[src/rtl/requant_pkg.sv]
// ============================================================================
//  Module   : requant_pkg
//  Purpose  : Shared types and helpers for the requantization parameter
//             ROM arbiter (FSM state encoding, index-width helper).
//  Revision : 1.0  initial release
// ============================================================================
`default_nettype none

package requant_pkg;

  // Arbiter transaction states; READ drives the ROM, WAIT captures its data.
  typedef enum logic [1:0] {
    IDLE = 2'd0,
    READ = 2'd1,
    WAIT = 2'd2,
    RESP = 2'd3
  } requant_arb_state_t;

  // Width of an index into n entries, never less than one bit.
  function automatic int idx_width(input int n);
    return (n > 1) ? $clog2(n) : 1;
  endfunction

endpackage : requant_pkg

`default_nettype wire

[src/rtl/requant_param_arbiter_rr_arbiter.sv]
// ============================================================================
//  Module   : rr_arbiter
//  Purpose  : Combinational round-robin picker. Returns the first asserted
//             request at or after the priority pointer (wrapping) as a
//             one-hot grant plus its binary index.
//  Revision : 1.0  initial release
// ============================================================================
`default_nettype none

module rr_arbiter #(
  parameter int N  = 4,
  parameter int IW = 2
) (
  input  logic [N-1:0]  i_req,
  input  logic [IW-1:0] i_ptr,
  output logic [N-1:0]  o_grant,
  output logic [IW-1:0] o_idx,
  output logic          o_any
);

  logic [IW-1:0] w_pos;
  logic          w_found;

  // Scan N positions starting at the pointer; the first hit wins.
  always_comb begin
    o_grant = '0;
    o_idx   = '0;
    w_pos   = '0;
    w_found = 1'b0;
    for (int k = 0; k < N; k++) begin
      w_pos = IW'((int'(i_ptr) + k) % N);
      if (!w_found && i_req[w_pos]) begin
        w_found        = 1'b1;
        o_grant[w_pos] = 1'b1;
        o_idx          = w_pos;
      end
    end
    o_any = w_found;
  end

endmodule : rr_arbiter

`default_nettype wire

[src/rtl/requant_param_arbiter.sv]
// ============================================================================
//  Module   : requant_param_arbiter
//  Purpose  : Shares the single-port requantization scale ROM among several
//             requesters. Round-robin accept in IDLE, one ROM read in
//             flight, response held on a valid/ready handshake. Layer
//             indices beyond the ROM depth are answered with an error and
//             zeroed data without touching the ROM.
//  Revision : 1.0  initial release
// ============================================================================
`default_nettype none

module requant_param_arbiter #(
  parameter  int NUM_REQ     = 4,
  parameter  int NUM_LAYERS  = 6,
  parameter  int MULT_WIDTH  = 32,
  parameter  int SHIFT_WIDTH = 6,
  localparam int LIDX_W      = requant_pkg::idx_width(NUM_LAYERS),
  localparam int RIDX_W      = requant_pkg::idx_width(NUM_REQ)
) (
  input  logic                                clk,
  input  logic                                reset_n,
  input  logic [NUM_REQ-1:0]                  req_valid,
  input  logic [NUM_REQ-1:0][LIDX_W-1:0]      req_layer,
  output logic [NUM_REQ-1:0]                  req_ready,
  output logic [NUM_REQ-1:0]                  rsp_valid,
  input  logic [NUM_REQ-1:0]                  rsp_ready,
  output logic signed [MULT_WIDTH-1:0]        rsp_mult,
  output logic signed [SHIFT_WIDTH-1:0]       rsp_shift,
  output logic                                rsp_err,
  output logic                                rom_valid,
  output logic [LIDX_W-1:0]                   rom_layer_idx,
  input  logic [MULT_WIDTH-1:0]               rom_mult_in,
  input  logic [SHIFT_WIDTH-1:0]              rom_shift_in,
  output logic                                busy
);

  import requant_pkg::*;

  requant_arb_state_t r_state;
  requant_arb_state_t w_state_nxt;

  logic [RIDX_W-1:0]            r_rr_ptr;
  logic [RIDX_W-1:0]            r_grant_idx;
  logic                         r_rom_valid;
  logic [LIDX_W-1:0]            r_rom_idx;
  logic signed [MULT_WIDTH-1:0] r_rsp_mult;
  logic signed [SHIFT_WIDTH-1:0] r_rsp_shift;
  logic                         r_rsp_err;

  logic [NUM_REQ-1:0]           w_win_onehot;
  logic [RIDX_W-1:0]            w_win_idx;
  logic                         w_win_any;
  logic [LIDX_W-1:0]            w_win_layer;
  logic                         w_win_in_range;
  logic                         w_accept;
  logic [RIDX_W-1:0]            w_ptr_nxt;

  rr_arbiter #(
    .N  (NUM_REQ),
    .IW (RIDX_W)
  ) u_rr_arbiter (
    .i_req   (req_valid),
    .i_ptr   (r_rr_ptr),
    .o_grant (w_win_onehot),
    .o_idx   (w_win_idx),
    .o_any   (w_win_any)
  );

  // Decode the winning request: its layer, range check and next pointer.
  always_comb begin
    w_win_layer    = req_layer[w_win_idx];
    w_win_in_range = (int'(w_win_layer) < NUM_LAYERS);
    w_accept       = (r_state == IDLE) && w_win_any;
    w_ptr_nxt      = w_win_idx + RIDX_W'(1);
    if (int'(w_win_idx) == NUM_REQ - 1) begin
      w_ptr_nxt = '0;
    end
  end

  // State register.
  always_ff @(posedge clk or negedge reset_n) begin
    if (!reset_n) begin
      r_state <= IDLE;
    end else begin
      r_state <= w_state_nxt;
    end
  end

  // Next-state logic; bad layer indices skip the ROM entirely.
  always_comb begin
    w_state_nxt = r_state;
    case (r_state)
      IDLE: begin
        if (w_win_any) begin
          w_state_nxt = w_win_in_range ? READ : RESP;
        end
      end
      READ:    w_state_nxt = WAIT;
      WAIT:    w_state_nxt = RESP;
      RESP: begin
        if (rsp_ready[r_grant_idx]) begin
          w_state_nxt = IDLE;
        end
      end
      default: w_state_nxt = IDLE;
    endcase
  end

  // Handshake outputs decoded from the current state.
  always_comb begin
    req_ready = '0;
    rsp_valid = '0;
    if (r_state == IDLE) begin
      req_ready = w_win_onehot;
    end
    if (r_state == RESP) begin
      rsp_valid[r_grant_idx] = 1'b1;
    end
    busy = (r_state != IDLE);
  end

  // Grant/pointer bookkeeping, ROM request and response capture.
  always_ff @(posedge clk or negedge reset_n) begin
    if (!reset_n) begin
      r_rr_ptr    <= '0;
      r_grant_idx <= '0;
      r_rom_valid <= 1'b0;
      r_rom_idx   <= '0;
      r_rsp_mult  <= '0;
      r_rsp_shift <= '0;
      r_rsp_err   <= 1'b0;
    end else begin
      // One-cycle ROM strobe, only for in-range accepts.
      r_rom_valid <= w_accept && w_win_in_range;
      if (w_accept) begin
        r_grant_idx <= w_win_idx;
        r_rr_ptr    <= w_ptr_nxt;
        r_rsp_err   <= !w_win_in_range;
        if (w_win_in_range) begin
          r_rom_idx <= w_win_layer;
        end else begin
          r_rsp_mult  <= '0;
          r_rsp_shift <= '0;
        end
      end
      // ROM data arrives the cycle after the strobe; pass it through untouched.
      if (r_state == WAIT) begin
        r_rsp_mult  <= rom_mult_in;
        r_rsp_shift <= rom_shift_in;
      end
    end
  end

  assign rom_valid     = r_rom_valid;
  assign rom_layer_idx = r_rom_idx;
  assign rsp_mult      = r_rsp_mult;
  assign rsp_shift     = r_rsp_shift;
  assign rsp_err       = r_rsp_err;

endmodule : requant_param_arbiter

`default_nettype wire

[config.mk]
export PLATFORM = sky130hd
export DESIGN_NAME = requant_param_arbiter
export DESIGN_NICKNAME = d
export VERILOG_FILES = /design/src/rtl/requant_pkg.sv /design/src/rtl/requant_param_arbiter_rr_arbiter.sv /design/src/rtl/requant_param_arbiter.sv
export SDC_FILE = /design/constraint.sdc
export NUM_CORES = 1
export LEC_CHECK = 0
export ABC_CLOCK_PERIOD_IN_PS = 5800
export BUFFER_PORTS_ARGS = -buffer_cell sky130_fd_sc_hd__buf_2
export CORE_MARGIN = 2
export CORE_UTILIZATION = 52
export DETAILED_ROUTE_END_ITERATION = 10
export HOLD_SLACK_MARGIN = 0.12
export MAX_ROUTING_LAYER = met4
export PLACE_DENSITY = 0.92
export SLEW_MARGIN = 15
export SYNTH_ARGS = -nofsm -noshare
export SYNTH_HDL_FRONTEND = slang
export SYNTH_HIERARCHICAL = 1
export SYNTH_SLANG_ARGS = --single-unit
[constraint.sdc]
create_clock -name clk -period 5.8 [get_ports clk]
set_clock_uncertainty 0.2 [all_clocks]
set_input_delay 0.29 -clock clk [delete_from_list [all_inputs] [get_ports clk]]
set_output_delay 0.29 -clock clk [all_outputs]
set_load 0.05 [all_outputs]
* After elaboration in Yosys (flattened, before gate mapping)
Cells that the tools add are included. W data, S select, Z words.
Cells by class: muxes and demuxes 47, bitwise logic cells 3, order comparisons 12, reductions and logical operators 20, eq/ne operators 7, add/subtract/negate cells 4
Operators by type and width (number):
- $mux W32 | 3
- $mux W4 | 6
- $lt A2 B3 Y1 const B | 6
- $mux W6 | 3
- $mux W2 | 8
- $mux W1 | 14
- $or A4 B4 Y4 | 3
- $bmux W1 S2 | 5
- $demux W1 S2 | 5
- $ge A2 B1 Y1 const B | 5
- $logic_and A1 B1 Y1 | 10
- $pmux W2 S4 | 1
- $bmux W3 S2 | 1
- $reduce_and A2 Y1 | 3
- $add A2 B1 Y2 const B | 2
- $add A2 B2 Y2 const B | 2
- $eq A2 B1 Y1 const B | 2
- $eq A2 B2 Y1 const B | 2
- $logic_not A1 Y1 | 4
- $ne A2 B2 Y1 const B | 2
- $reduce_bool A2 Y1 | 2
- $lt A3 B3 Y1 const B | 1
- $mux W3 | 1
- $logic_not A2 Y1 | 1
- $ne A2 B1 Y1 const B | 1
Storage, ports and cells: output and inout port bits 52, bits of input ports 60, word-level logic and storage cells 101, flip-flop bits (word level) 49

* Depth between registers and ports, before layout
Gate-level depths: netlist of run 1.
depth after elaboration 18, depth in mapped cells 14, gate-level depth less buffers 10

* By module
Netlist of run 1, hierarchy kept.
Modules (own cells, without submodules):
- requant_param_arbiter | seq. area each 1226.2 um2, cells each 185, area an instance 2258.4 um2, instances 1
- rr_arbiter | seq. area each 0.0 um2, cells each 45, area an instance 421.7 um2, instances 1

* Least setup slack after synthesis of run 1
No wires, ideal clock.
kind register to register, start point reg r_rr_ptr[0], end point reg r_rom_idx[0], in the netlist rom_layer_idx[0], required time 5.475 ns, setup time 0.125 ns, cell stages (with the launch flop) 14, setup slack 2.414 ns, arrival time 3.061 ns, period minus slack after synthesis 3.386 ns, path buffers 3, cell sequence dfrtp_1 -> buf_6 -> inv_1 -> ha_1 -> mux4_2 -> buf_6 -> and2b_2 -> o21ai_0 -> o31ai_1 -> buf_6 -> mux4_2 -> or2_4 -> nand2_4 -> mux2_4
Between the ends: word-level cells in the longest chain between the ends 16, elaborated cells on any way between the ends 30, classes of those cells add/sub (3); order compare (1); mux (18); reduce/logical (8)
RTL lines:
- start: declaration | RTL line requant_param_arbiter.sv:42 | logic [RIDX_W-1:0] r_rr_ptr;
- start signal: assignment | RTL line requant_param_arbiter.sv:137 | r_rr_ptr <= w_ptr_nxt;
- branches (longest 11 deep; another with $add A2 B1 Y2)
- $mux W2 (*) | RTL line requant_param_arbiter_rr_arbiter.sv:32 | if (!w_found && i_req[w_pos]) begin
- via w_win_idx[0] | RTL line requant_param_arbiter.sv:51 | logic [RIDX_W-1:0] w_win_idx;
- $bmux W3 S2 (*) | RTL line requant_param_arbiter.sv:71 | w_win_layer = req_layer[w_win_idx];
- $mux W3 (implied by the code) (*) | RTL line requant_param_arbiter.sv:71
- $lt A3 B3 Y1 | RTL line requant_param_arbiter.sv:72 | w_win_in_range = (int'(w_win_layer) < NUM_LAYERS);
- $reduce_and A2 Y1 (no source line)
- end signal: assignment | RTL line requant_param_arbiter.sv:140 | r_rom_idx <= w_win_layer;
- end: declaration | RTL line requant_param_arbiter.sv:45 | logic [LIDX_W-1:0] r_rom_idx;
Mark *: on every way through the listed nets, which the timed path passes. The select of a mux whose other input is x is not followed. A chain may end at the register's enable or synchronous reset.

* Worst setup path after layout of run 1
start point reg r_rr_ptr[0], end point reg r_rsp_shift[5], in the netlist rsp_shift[5]
Between the ends: word-level cells in the longest chain between the ends 17, elaborated cells on any way between the ends 32, classes of those cells add/sub (3); order compare (1); eq/ne (1); mux (18); reduce/logical (9)
RTL lines:
- branches (longest 11 deep; another with $add A2 B1 Y2)
- $mux W2 (*) | RTL line requant_param_arbiter_rr_arbiter.sv:32
- via w_win_idx[1] | RTL line requant_param_arbiter.sv:51
- $bmux W3 S2 (*) | RTL line requant_param_arbiter.sv:71
- $mux W3 (implied by the code) (*) | RTL line requant_param_arbiter.sv:71
- $lt A3 B3 Y1 (*) | RTL line requant_param_arbiter.sv:72
- $ne A2 B1 Y1 (no source line) (*)
- $reduce_and A2 Y1 (no source line) (*)
- end signal: assignment | RTL line requant_param_arbiter.sv:149 | r_rsp_shift <= rom_shift_in;
- end: declaration | RTL line requant_param_arbiter.sv:47 | logic signed [SHIFT_WIDTH-1:0] r_rsp_shift;
Marks and branches as above.

==> results of run 1 <==
==> logic make-up (layout without fill, tap and decap cells) <==
| group | Yosys count | in the layout | share of synthesized area |
|---|---|---|---|
| AOI/OAI and AO/OA | 23 | 23 | 0.0612 |
| adders and majority gates | 10 | 10 | 0.0467 |
| buffers and inverters | 23 | 171 | 0.0490 |
| DFF | 49 | 49 | 0.458 |
| muxes | 56 | 56 | 0.260 |
| and+or+nand+nor | 69 | 69 | 0.126 |
==> worst max-delay path, cell delays in order, from the launching register on <==
cell and delay [ns]:
dfrtp_1 0.69, inv_1 0.14, ha_1 0.38, mux4_2 0.44, nor4b_4 0.38, nor2_1 0.08
a32o_1 0.32, mux4_2 0.51, nor3_4 0.12, buf_4 0.38, nor2_1 0.12
==> cell usage in the layout (no fill, tap or decap), types with 5 or more instances in the layout <==
cell type / netlist / routed
buf_2: 3 / 110
dfrtp_1: 49 / 49
nor2_1: 42 / 42
mux2i_1: 41 / 41
dlygate4sd3_1: 0 / 39
inv_1: 10 / 10
ha_1: 10 / 9
nand2_1: 8 / 8
a22oi_1: 8 / 8
mux4_2: 6 / 6
o21ai_0: 6 / 6
mux2_2: 5 / 5
clkbuf_8: 0 / 5
==> worst paths after layout <==
check,cells past startpoint,to,from
worst max-delay path,10,rsp_shift[5],r_rr_ptr[0]
worst min-delay path,3,rom_layer_idx[0],req_layer[0]
min in group asynchronous,2,rsp_mult[18],reset_n
max in group asynchronous,2,r_rr_ptr[0],reset_n
worst max register to register,10,rsp_shift[5],r_rr_ptr[0]
worst min register to register,2,rsp_err,rsp_err
==> final cells by class <==
type                    count  area [sq um]
clock buffers               5          68.8
clock inverters             3          28.8
repair buffers            153           971
flip-flops and latches     49          1230
multi-input cells         158          1330
fillers                   329          1290
well taps                  70          87.6
inverters                  10          37.5
==> per-layer routing <==
| layer | vias to the layer above | track usage |
|---|---|---|
| met5 | - | - |
| met4 | 0 | 0.109 |
| met3 | 21 | 0.0450 |
| met2 | 92 | 0.432 |
| met1 | 1145 | 0.318 |
| li1 | 1102 | - |
==> registers in the layout (all words and copies together), names as in the netlist <==
register	flops
rom_valid	1
rom_layer_idx	3
r_state	2
rsp_err	1
r_rr_ptr	2
r_grant_idx	2
rsp_shift	6
rsp_mult	32
==> stage by stage <==
step / hold WS (ns) / util / setup slack, ns / instance area (sq um) / cells
floorplan: -0.206 / - / 2.41 / 2680 / 230
global route: 0.226 / 0.744 / 1.64 / 3750 / 448
finish: 0.231 / 0.744 / 1.92 / 3750 / 448
detailed placement: 0.299 / 0.647 / 1.91 / 3260 / 401
global placement: 0.278 / 0.647 / 2.09 / 3260 / 401
CTS: 0.227 / 0.743 / 1.90 / 3750 / 448
==> impl_metrics.toml, run 1 <==
[run_status]
status = "finished, final reports clean"

[yosys]
syn_inst = 230
ys_async_sr_fraction = 1.00
synth_nets = 300
synthesis.area_sq_um = 2680
synth_largest_area_cell = "dfrtp_1"
synth_cell_types = 35
yosysSeqAreaShare = 0.458
ys_top_cells_by_area = "dfrtp_1 46%, mux2i_1 15%, nor2_1 5.9%"
ys_top_cells_by_count = "49 x dfrtp_1, 42 x nor2_1, 41 x mux2i_1"
synthFlopType = "dfrtp_1"
synth_edf_count = 0
postSynthAreaPerCell_sq_um = 11.7
synth_most_common_cell = "dfrtp_1"
ys_ff_latch = 49
synth_warnings = 6
synth_top_area_share = 0.458

[clock_tree]
post_cts_resized = 0
cts_buffers = 5
htreeDepth = 2
clk_pin_slew_worst_paths_ns = 0.11
cts.sink_count = 49
clockRootBuffer = "clkbuf_8"
cts_tree = "done"
clockBufferDepth = 2
clock_latency_ns = 0.30
cts_setup_buffers = 0
cts_hold_buf = 39

[worst_setup_path]
critPathArrivalTime_ns = 3.87
cp.required_ns = 5.79
ff2ff_setup_slack_ns = 1.92
critPathKind = "reg2reg"
cp_max_fo = 38
startpoint_type = "register"
critPathCaptureType = "register"

[floorplanning]
num_rows = 26
die-area_sq_um = 5740
die_x_microns = 75.8
pin_count = 112
core_area_sq_um = 5040
die_h_microns = 75.8
start_util = 0.532

[worst_hold_path]
hp-class = "in2reg"

[detailed_routing]
first_iter_violations = 98
wl_mm = 7.19
detail_route.wl_per_cell_microns = 16.1
top_layer_used = "met4"
met1_length_mm = 2.85
dr.pass1.iters = 4
drc = 0
wl_met3_microns = 356
viasPerCell = 5.27
route.met2.wl_mm = 3.78
num_vias = 2360
antenna_left = 0

[grt]
antenna_found_initial = 0
grt.total_usage = 0.262
grt_max_degree = 50
grt_overflow = 0
grt_pass1_wl_mm = 10.7
grt_pass1_vias = 2339

[sta]
fin_tns_setup_ns = 0
worst_slew_pin_slew_ns = 0.687
setup_viol = 0
maxSlewHeadroom = 0.542
hold_violations = 0
rsz0062_at_grt = "no"
fmax_mhz = 258
period_needed_ns = 3.88
fin_crit_sh = 0.669
maxSlewViolCount = 0

[cells_and_area]
diodes = 0
fin_nets = 447
syn_to_final_growth_pct = 40.0
layout-drive-gt1-share = 0.376

[placement]
hpwl_mm = 4.32
io_buffer_count = 111
gp_congestion = 0.870

[job]
maxCapViolations = 0
Power of run 1 is not shown: default switching activity piles up to over one toggle a cycle in this logic, so the estimate is an artifact.
==> run 2, diff against run 1 <==
--- a/config.mk
+++ b/config.mk
@@ -5,14 +5,14 @@
 export SDC_FILE = /design/constraint.sdc
 export NUM_CORES = 1
 export LEC_CHECK = 0
-export ABC_CLOCK_PERIOD_IN_PS = 5800
+export ABC_CLOCK_PERIOD_IN_PS = 3500
 export BUFFER_PORTS_ARGS = -buffer_cell sky130_fd_sc_hd__buf_2
 export CORE_MARGIN = 2
-export CORE_UTILIZATION = 52
+export CORE_UTILIZATION = 43
 export DETAILED_ROUTE_END_ITERATION = 10
 export HOLD_SLACK_MARGIN = 0.12
 export MAX_ROUTING_LAYER = met4
-export PLACE_DENSITY = 0.92
+export PLACE_DENSITY = 0.82
 export SLEW_MARGIN = 15
 export SYNTH_ARGS = -nofsm -noshare
 export SYNTH_HDL_FRONTEND = slang
==> constraint.sdc (replaced) <==
create_clock -name clk -period 3.5 [get_ports clk]
set_clock_uncertainty 0.2 [all_clocks]
set_input_delay 0.175 -clock clk [delete_from_list [all_inputs] [get_ports clk]]
set_output_delay 0.175 -clock clk [all_outputs]
set_load 0.05 [all_outputs]
==> run 2 against run 1 <==
  * Hold slack worse by 0.096 ns
  * Die area grew 20%
  * Cell count up 2.0%
  * Sequential cell count did not move
  * Via count increased by 1.5%
  * Worst setup slack worse by 1.8 ns
  * Sequential share of layout area is 0.31 points lower
  * Fmax increased by 15%
  * Global-route usage decreased by 5.7 points
  * Register-to-register slack worse by 1.8 ns
  * Non-clock buffer count rose by 5
  * Critical endpoint is now rom_layer_idx[0]
  * Largest cell class unchanged
==> impl_metrics.toml, run 2 (synthesis gave the netlist of run 1 again) <==
[floorplanning]
start_util = 0.450
core_area_sq_um = 5960
die_h_microns = 82.9
num_rows = 28
die-area_sq_um = 6880
pin_count = 112
die_x_microns = 82.9

[worst_setup_path]
path_delay_family = "multiplexers"
critPathArrivalTime_ns = 3.36
max_stage_delay_ns = 0.57
ff2ff_setup_slack_ns = 0.11
path_cells = "inv_1, ha_1, mux4_2, and2b_2, o21ai_0, o31ai_1, mux4_2, or2_4, nand2_4, mux2_4"
critPathBufInv = 1
crit_path_start = "r_rr_ptr[1]"
critPathCaptureType = "register"
cp_max_fo = 9
worst_path_most_repeated_cell = "mux4_2"
cp.required_ns = 3.47
startpoint_type = "register"
critPathKind = "reg2reg"
cp_slowest_cell = "mux4_2"
r2r_start = "r_rr_ptr[1]"

[clock_tree]
cts_tree = "done"
cts_buffers = 5
clock_latency_ns = 0.29
cts.sink_count = 49
clockRootBuffer = "clkbuf_8"
htreeDepth = 2
clockBufferDepth = 2
clk_pin_slew_worst_paths_ns = 0.08

[grt]
grt_overflow = 0
grt_pass1_vias = 2457
antenna_found_initial = 0
grt_max_degree = 50
grt_pass1_wl_mm = 11.3
grt.total_usage = 0.205

[sta]
setup_viol = 0
fin_ws_ns = 0.114
worst_slew_pin_slew_ns = 0.609
period_needed_ns = 3.39
fin_crit_sh = 0.967
fin_tns_setup_ns = 0
maxSlewViolCount = 0
maxSlewHeadroom = 0.591
hold_violations = 0
fmax_mhz = 295

[detailed_routing]
antenna_left = 0
wl_mm = 6.96
viasPerCell = 5.24
detail_route.wl_per_cell_microns = 15.2
dr.pass1.iters = 4
drc = 0
first_iter_violations = 113
num_vias = 2395

[cells_and_area]
fin_nets = 452
post-route-util = 0.636
layout_commonest_cell = "buf_2"
largest_register_ffs = 32
layout_common_cells = "110 x buf_2, 49 x dfrtp_1, 42 x nor2_1, 41 x mux2i_1, 39 x dlygate4sd3_1"
n_fill_cell = 494
layout-drive-gt1-share = 0.383
syn_to_final_growth_pct = 41.3

[placement]
io_buffer_count = 111
place_ws_ns = 0.0937
gp_congestion = 0.869
hpwl_mm = 4.52

[run_status]
status = "finished, final reports clean"

[job]
maxCapViolations = 0

[worst_hold_path]
min-delay-start = "req_layer[0]"
hp-class = "in2reg"
run 2: path summary, 6_finish.rpt:
check | endpoint | cells past startpoint
setup / recovery | rom_layer_idx[0] | 10
hold / removal | rom_layer_idx[0] | 3
setup reg to reg | rom_layer_idx[0] | 10
hold reg to reg | rsp_err | 2
max in group asynchronous | rom_layer_idx[0] | 2
min in group asynchronous | rsp_mult[13] | 2
run 2: worst reg2reg max path: stages, from the launching register on:
cell	delay (ns)
dfrtp_1	0.40
inv_1	0.11
ha_1	0.36
mux4_2	0.44
and2b_2	0.31
o21ai_0	0.09
o31ai_1	0.18
mux4_2	0.57
or2_4	0.26
nand2_4	0.07
mux2_4	0.29
run 2: layout make-up:
class	count	area [sq um]	area share
Antenna cell	1	2.50	0.000661
Clock inverter	1	5.00	0.00132
Clock buffer	5	68.8	0.0182
Inverter	10	37.5	0.00991
Multi-Input combinational cell	158	1330	0.352
Tap cell	75	93.8	0.0248
Timing Repair Buffer	158	1020	0.270
Sequential cell	49	1230	0.324
run 2: what timing repair did:
action / CTS / global route
setup endpoints to repair: 0 / 39
resized for setup: 0 / 1
endpoints found under the hold margin: 87 / 0
hold buffers: 39 / 0
setup buffers: 0 / 1
run 2: layer usage:
metal	vias to the layer above	track usage	wire, microns	part of all wire
met5	-	-	0	0
met4	0	0.0939	263	0.038
met3	26	0.0328	264	0.038
met2	109	0.373	3740	0.54
met1	1152	0.218	2690	0.39
li1	1108	-	-	-
run 2: through the flow:
step,hold slack [ns],cells,area (sq um)
5_1_grt,0.128,456,3780
2_1_floorplan,-0.321,230,2680
6_report,0.135,457,3790
4_1_cts,0.127,455,3770
3_3_place_gp,0.213,410,3310
3_5_place_dp,0.226,410,3310
Power of run 2 is left out for the same reason.
